[src/rtl/conway_link_pkg.sv]
// rtl/conway_link_pkg.sv - shared state encoding and opcodes for the serial grid link
package conway_link_pkg;

    typedef enum logic [2:0] {
        IDLE,
        LOAD,
        DUMP,
        DRAIN,
        RESP
    } link_state_t;

    localparam logic OP_LOAD     = 1'b0;
    localparam logic OP_READBACK = 1'b1;

endpackage

[src/rtl/link_bit_counter.sv]
// rtl/link_bit_counter.sv - bit-position up-counter with clear, enable and terminal flag at MAX-1
module link_bit_counter #(
    parameter int MAX = 64,
    parameter int W   = $clog2(MAX + 1)
) (
    input  logic         clk,
    input  logic         reset,
    input  logic         clr_i,
    input  logic         en_i,
    output logic [W-1:0] count_o,
    output logic         tc_o
);

    logic [W-1:0] count_q;

    always_ff @(posedge clk) begin
        if (reset || clr_i) begin
            count_q <= '0;
        end else if (en_i) begin
            count_q <= count_q + W'(1);
        end
    end

    assign count_o = count_q;
    assign tc_o    = (count_q == W'(MAX - 1));

endmodule

[src/rtl/serial_grid_link.sv]
// rtl/serial_grid_link.sv - host-side serial engine sequencing load/readback of the grid memory
module serial_grid_link
    import conway_link_pkg::*;
#(
    parameter int DATA_SIZE = 64
) (
    input  logic                 clk,
    input  logic                 reset,
    input  logic                 cmd_valid,
    output logic                 cmd_ready,
    input  logic                 cmd_op,
    input  logic [DATA_SIZE-1:0] cmd_data,
    output logic                 rsp_valid,
    input  logic                 rsp_ready,
    output logic                 rsp_op,
    output logic [DATA_SIZE-1:0] rsp_data,
    input  logic                 run_req,
    output logic                 run_mode,
    output logic                 load_mode,
    output logic                 output_mode,
    output logic                 serial_in,
    input  logic                 serial_out
);

    localparam int CW = $clog2(DATA_SIZE + 1);

    link_state_t          state_q;
    logic [DATA_SIZE-1:0] word_q;
    logic [DATA_SIZE-1:0] rx_q;
    logic                 op_q;
    logic [CW-1:0]        count;
    logic                 tc;
    logic                 shifting;
    logic [DATA_SIZE-1:0] word_aligned;

    assign shifting = (state_q == LOAD) || (state_q == DUMP);

    // Counter sits at zero whenever the FSM is not shifting, so LOAD/DUMP always start at bit 0.
    link_bit_counter #(
        .MAX (DATA_SIZE),
        .W   (CW)
    ) u_bit_counter (
        .clk     (clk),
        .reset   (reset),
        .clr_i   (!shifting),
        .en_i    (shifting),
        .count_o (count),
        .tc_o    (tc)
    );

    always_ff @(posedge clk) begin
        if (reset) begin
            state_q <= IDLE;
            word_q  <= '0;
            rx_q    <= '0;
            op_q    <= OP_LOAD;
        end else begin
            case (state_q)
                IDLE: begin
                    if (cmd_valid && cmd_ready) begin
                        word_q  <= cmd_data;
                        op_q    <= cmd_op;
                        rx_q    <= '0;
                        state_q <= (cmd_op == OP_READBACK) ? DUMP : LOAD;
                    end
                end
                LOAD: begin
                    if (tc) state_q <= RESP;
                end
                DUMP: begin
                    // serial_out lags output_mode by one cycle; bit 0 of the dump is stale.
                    if (count != '0) rx_q <= {rx_q[DATA_SIZE-2:0], serial_out};
                    if (tc) state_q <= DRAIN;
                end
                DRAIN: begin
                    rx_q    <= {rx_q[DATA_SIZE-2:0], serial_out};
                    state_q <= RESP;
                end
                RESP: begin
                    if (rsp_ready) state_q <= IDLE;
                end
                default: state_q <= IDLE;
            endcase
        end
    end

    assign word_aligned = word_q << count;

    assign cmd_ready   = (state_q == IDLE) && !run_req;
    assign run_mode    = (state_q == IDLE) && run_req;
    assign load_mode   = (state_q == LOAD);
    assign output_mode = (state_q == DUMP);
    assign serial_in   = load_mode && word_aligned[DATA_SIZE-1];
    assign rsp_valid   = (state_q == RESP);
    assign rsp_op      = op_q;
    assign rsp_data    = (op_q == OP_READBACK) ? rx_q : word_q;

endmodule

[config.mk]
export PLATFORM = sky130hd
export DESIGN_NAME = serial_grid_link
export DESIGN_NICKNAME = d
export VERILOG_FILES = /design/src/rtl/conway_link_pkg.sv /design/src/rtl/link_bit_counter.sv /design/src/rtl/serial_grid_link.sv
export SDC_FILE = /design/constraint.sdc
export NUM_CORES = 1
export LEC_CHECK = 0
export CAP_MARGIN = 20
export CORE_ASPECT_RATIO = 1.25
export CORE_MARGIN = 5
export CORE_UTILIZATION = 50
export DETAILED_ROUTE_END_ITERATION = 10
export GPL_TIMING_DRIVEN = 0
export PLACE_DENSITY = 0.8
export SLEW_MARGIN = 40
export SYNTH_ARGS = -nofsm -noshare
export SYNTH_HDL_FRONTEND = slang
export SYNTH_HIERARCHICAL = 1
export SYNTH_SLANG_ARGS = --single-unit
[constraint.sdc]
create_clock -name clk -period 5.3 [get_ports clk]
set_input_delay 0.795 -clock clk [delete_from_list [all_inputs] [get_ports clk]]
set_output_delay 0.795 -clock clk [all_outputs]
set_load 0.01 [all_outputs]
After elaboration in Yosys (flattened, before gate mapping)
Index checks and enable logic that the tools add are counted.
- word-level logic and storage cells: 41
- register bits: 139
- output and inout port bits: 71
- shifts and indexed selects: 1
- reductions and logical operators: 14
- equality and inequality tests: 10
- $add $sub $neg: 1
- multiplexer cells: 10
- operator list (kind ; count):
    2-to-1 mux 64 bit ; 3
    case mux 64 bit (3 select lines) ; 1
    << shifter 64 x 7 -> 64 bit ; 1
    case mux 3 bit (5 select lines) ; 1
    2-to-1 mux 3 bit ; 4
    != test 2 x 1 -> 1 bit (second input constant) ; 4
    adder 7 x 1 -> 7 bit (second input constant) ; 1
    == test 7 x 6 -> 1 bit (second input constant) ; 1
    nonzero test 7 bit ; 1
    == test 3 x 2 -> 1 bit (second input constant) ; 2
    logical AND 1 bit ; 4
    AND reduction 4 bit ; 1
    == test 3 x 1 -> 1 bit (second input constant) ; 1
    == test 3 bit (second input constant) ; 1
    logical NOT 3 bit ; 1
    AND reduction 3 bit ; 1
    nonzero test 3 bit ; 1
    logical NOT 1 bit ; 2
    logical OR 1 bit ; 2
    2-to-1 mux 2 bit ; 1
    != test 2 bit (second input constant) ; 1
    AND reduction 2 bit ; 1

Logic depth before layout (Yosys ltp)
- depth in word-level cells: 5
- mapped depth: 8
- mapped depth without buffers: 7

Hierarchy
Netlist, hierarchy kept.
- by module, submodules not included (module ; instances ; area each (um2) ; cells an instance ; sequential area each (um2)):
    serial_grid_link ; 1 ; 5875.6 ; 647 ; 2642.5
    link_bit_counter ; 1 ; 309.0 ; 35 ; 140.1

Least setup slack after synthesis
No wires, ideal clock.
- kind: register -> output
- start: reg u_bit_counter.count_q[2], in the netlist u_bit_counter/count_o[2]
- end: out serial_in
- arrival: 1.841 ns
- slack: 2.664 ns
- data required time: 4.505 ns
- buffers on the path: 1
- cell stages (with the launch flop): 7
- cells stage by stage: dfxtp_1 buf_6 mux4_2 nor2b_1 a2111oi_2 a311oi_1 a22o_1
- word-level cells in the longest chain between the ends: 2
- ends and longest elaborated chain (what ; RTL line ; source):
    start: declaration ; link_bit_counter.sv:14 ; logic [W-1:0] count_q;
    start signal: assignment ; link_bit_counter.sv:20 ; count_q <= count_q + W'(1);
    << shifter 64 x 7 -> 64 bit ; serial_grid_link.sv:87 ; assign word_aligned = word_q << count;
    logical AND 1 bit ; serial_grid_link.sv:93 ; assign serial_in = load_mode && word_aligned[DATA_SIZE-1];
    end: declaration ; serial_grid_link.sv:21 ; output logic serial_in,
No other way between the ends.

Final worst setup path
- start: reg u_bit_counter.count_q[0], in the netlist u_bit_counter/count_o[0]
- end: out serial_in
Same word-level chain as after synthesis.

==> results.ini <==
[outcome]
status=complete, no violations

[cells_and_area]
fin_util_pct=69.1
fin_nets=914
diodes=0
ff_latch_area_mm2=0.00278
final.fill_count=971
syn_to_final_growth_pct=35.9
drive_gt1_share_pct=17.0
multi_input_area_mm2=0.00311

[timing]
finalHoldViolations=0
finalCriticalPeriod_ns=3.80
slew_violations=0
setup_violations=0
post-route-period-util_pct=71.8
worst_pin_slew_ns=0.672
fin_setup_tns_ns=0
fin_skew_ns=0.00759
maxClockFrequency_ghz=0.263
rsz0062_at_grt=false
maxSlewHeadroom_pct=55.2

[cts]
cts_root_buffer=clkbuf_16
ctsLongestPathBuffers=2
cts_setup_buffers=0
cts_made_buffers=17
cts_tree=done
h-tree-depth=4
cts_resized=0
cts_sinks=139
clkTransAtPathRegs_ns=0.06
clk_latency_ns=0.41
cts_hold_buf=0

[pwr]
ir_drop_uv=188
p_leak_nw=3.04
power_density_mw_per_mm2=327

[die]
die_h_um=134
initial_core_util_pct=50.9
coreArea_mm2=0.0122
die_x_um=109
num_rows=45
ioPinCount=142
dieArea_mm2=0.0147

[critical_path]
cp.arrival_ns=3.01
crit_path_max_fanout=10
critPathCaptureType=primary output
critPathRequiredTime_ns=4.51
critPathLaunchType=flop
cp_cell_sequence=buf_2 > buf_4 > mux4_2 > mux2i_1 > o2111ai_1 > a22o_1 > clkdlybuf4s50_1
slowest_stage=mux4_2
reg2reg_slack_ns=3.18
max_stage_delay_ns=0.54
crit_type=reg2out

[global_route]
track_usage_pct=24.7
grt_max_degree=17
grt_pass1_vias=5797
grt_pass1_wl_mm=28.7
grt_overflow=0
grt_antenna_before_repair=0

[logic_synthesis]
seq_area_frac_synth_pct=45.0
ys_types=45
netlist_instances=682
avgSynthCellArea_um2=9.07
synthFlopType=dfxtp_1
yosys_warnings=6
ys_async_sr_fraction_pct=0
syn_area_mm2=0.00618
syn-num-nets=754
yosys_register_bits=139
synth_edf_count=0

[place]
dp_hpwl_mm=13.4
place_congestion=0.847
port_buffers=141

[routing]
routed_wl_mm=18.1
ant_nets=0
wl_per_cell_um=17.8
route.detailed.drc=0
vias_per_cell=5.61
vias=5703
first_pass_iters=7
drt-initial-drc-count=458

[run]
max-cap-violations=0

[hold_path]
hp-class=reg2reg

-- critical path: cells and delay by family, from the launching register on --
kind / cells / cell delay (ns)
buf+inv: 3 / 1.07
mux: 2 / 0.75
flops: 1 / 0.41
compound gates: 2 / 0.37
-- kinds of logic after synthesis --
family / synth area share, %
AND/OR/NAND/NOR: 15.6
AO/OA/AOI/OAI: 15.5
flip-flops: 45.0
multiplexers: 18.4
buffers and inverters: 4.73
XOR/XNOR: 0.567
adder cells (fa/ha/maj): 0.202
-- power by group --
part | internal [mW] | switching, mW | total [mW]
Sequential | 1.08 | 0.0303 | 1.11
Combinational | 0.207 | 0.212 | 0.419
Clock | 0.781 | 0.439 | 1.22
-- final timing paths --
kind	from	endpoint	cells after the start
hold reg to reg	word_q[45]	word_q[45]	2
hold / removal	word_q[45]	word_q[45]	2
setup reg to reg	u_bit_counter/count_o[0]	rx_q[57]	7
setup / recovery	u_bit_counter/count_o[0]	serial_in	7
-- state kept, by name, summed over array words and instances (netlist names) --
signal	count
rx_q	64
word_q	64
u_bit_counter/count_o	7
state_q	3
rsp_op	1
-- per-layer routing --
metal	part of all wire, %	vias to the layer above	routed length (um)	GRT usage [%]
li1	-	2710	-	-
met1	40	2734	7280	29.5
met2	51	229	9290	43.4
met3	7.0	30	1270	5.83
met4	1.6	0	297	7.62
met5	0	-	0	0
-- synth_stat cells, types with 2 or more instances --
cell type / n / share of area [%]
buf_4: 2 / 0.24
a311oi_1: 2 / 0.28
mux2i_1: 4 / 0.65
inv_1: 4 / 0.24
or3_1: 2 / 0.20
o21ai_0: 3 / 0.24
buf_2: 23 / 1.9
dfxtp_1: 139 / 45
a21oi_1: 71 / 5.7
or2_2: 2 / 0.20
buf_6: 2 / 0.36
nand3_1: 3 / 0.24
clkbuf_1: 31 / 1.9
mux2_2: 65 / 12
nor2_1: 79 / 4.8
xor2_1: 3 / 0.42
mux4_2: 15 / 5.5
nand2b_1: 2 / 0.20
nor3_1: 5 / 0.40
a22oi_1: 64 / 7.8
nand2_1: 137 / 8.3
-- layout make-up --
cell class / count / share of cell area [%]
flip-flops and latches: 139 / 33.1
inverters: 5 / 0.223
clock buffers: 18 / 5.11
repair buffers: 141 / 16.8
well taps: 164 / 2.44
plain buffers: 59 / 3.26
multi-input cells: 479 / 37.0
clock inverters: 12 / 2.08
-- stage by stage --
step | hold slack, ns | area, um^2 | instances | setup slack (ns) | power, mW
after floorplan | 0.442 | 6180 | 682 | 2.66 | 1.35
after global placement | 0.453 | 7800 | 987 | 1.94 | 1.54
after detailed placement | 0.460 | 7800 | 987 | 1.91 | 1.55
after CTS | 0.468 | 8410 | 1017 | 1.46 | 2.76
after global routing | 0.491 | 8410 | 1017 | 1.37 | 2.85
final | 0.474 | 8410 | 1017 | 1.50 | 2.75
-- layout by cell type (no fill, tap or decap), types with 2 or more instances in the layout --
| cell type | count |
|---|---|
| clkdlybuf4s50_1 | 141 |
| dfxtp_1 | 139 |
| nand2_1 | 137 |
| nor2_1 | 79 |
| a21oi_1 | 71 |
| mux2_2 | 65 |
| a22oi_1 | 64 |
| clkbuf_1 | 32 |
| buf_2 | 23 |
| clkbuf_16 | 17 |
| mux4_2 | 15 |
| nor3_1 | 5 |
| inv_1 | 4 |
| mux2i_1 | 4 |
| bufinv_16 | 4 |
| clkinv_4 | 4 |
| clkinv_2 | 4 |
| nand3_1 | 3 |
| o21ai_0 | 3 |
| xor2_1 | 3 |
| buf_6 | 2 |
| buf_4 | 2 |
| a311oi_1 | 2 |
| nand2b_1 | 2 |
| or2_2 | 2 |
| or3_1 | 2 |
Note: power is estimated with default switching activity, not from simulation.
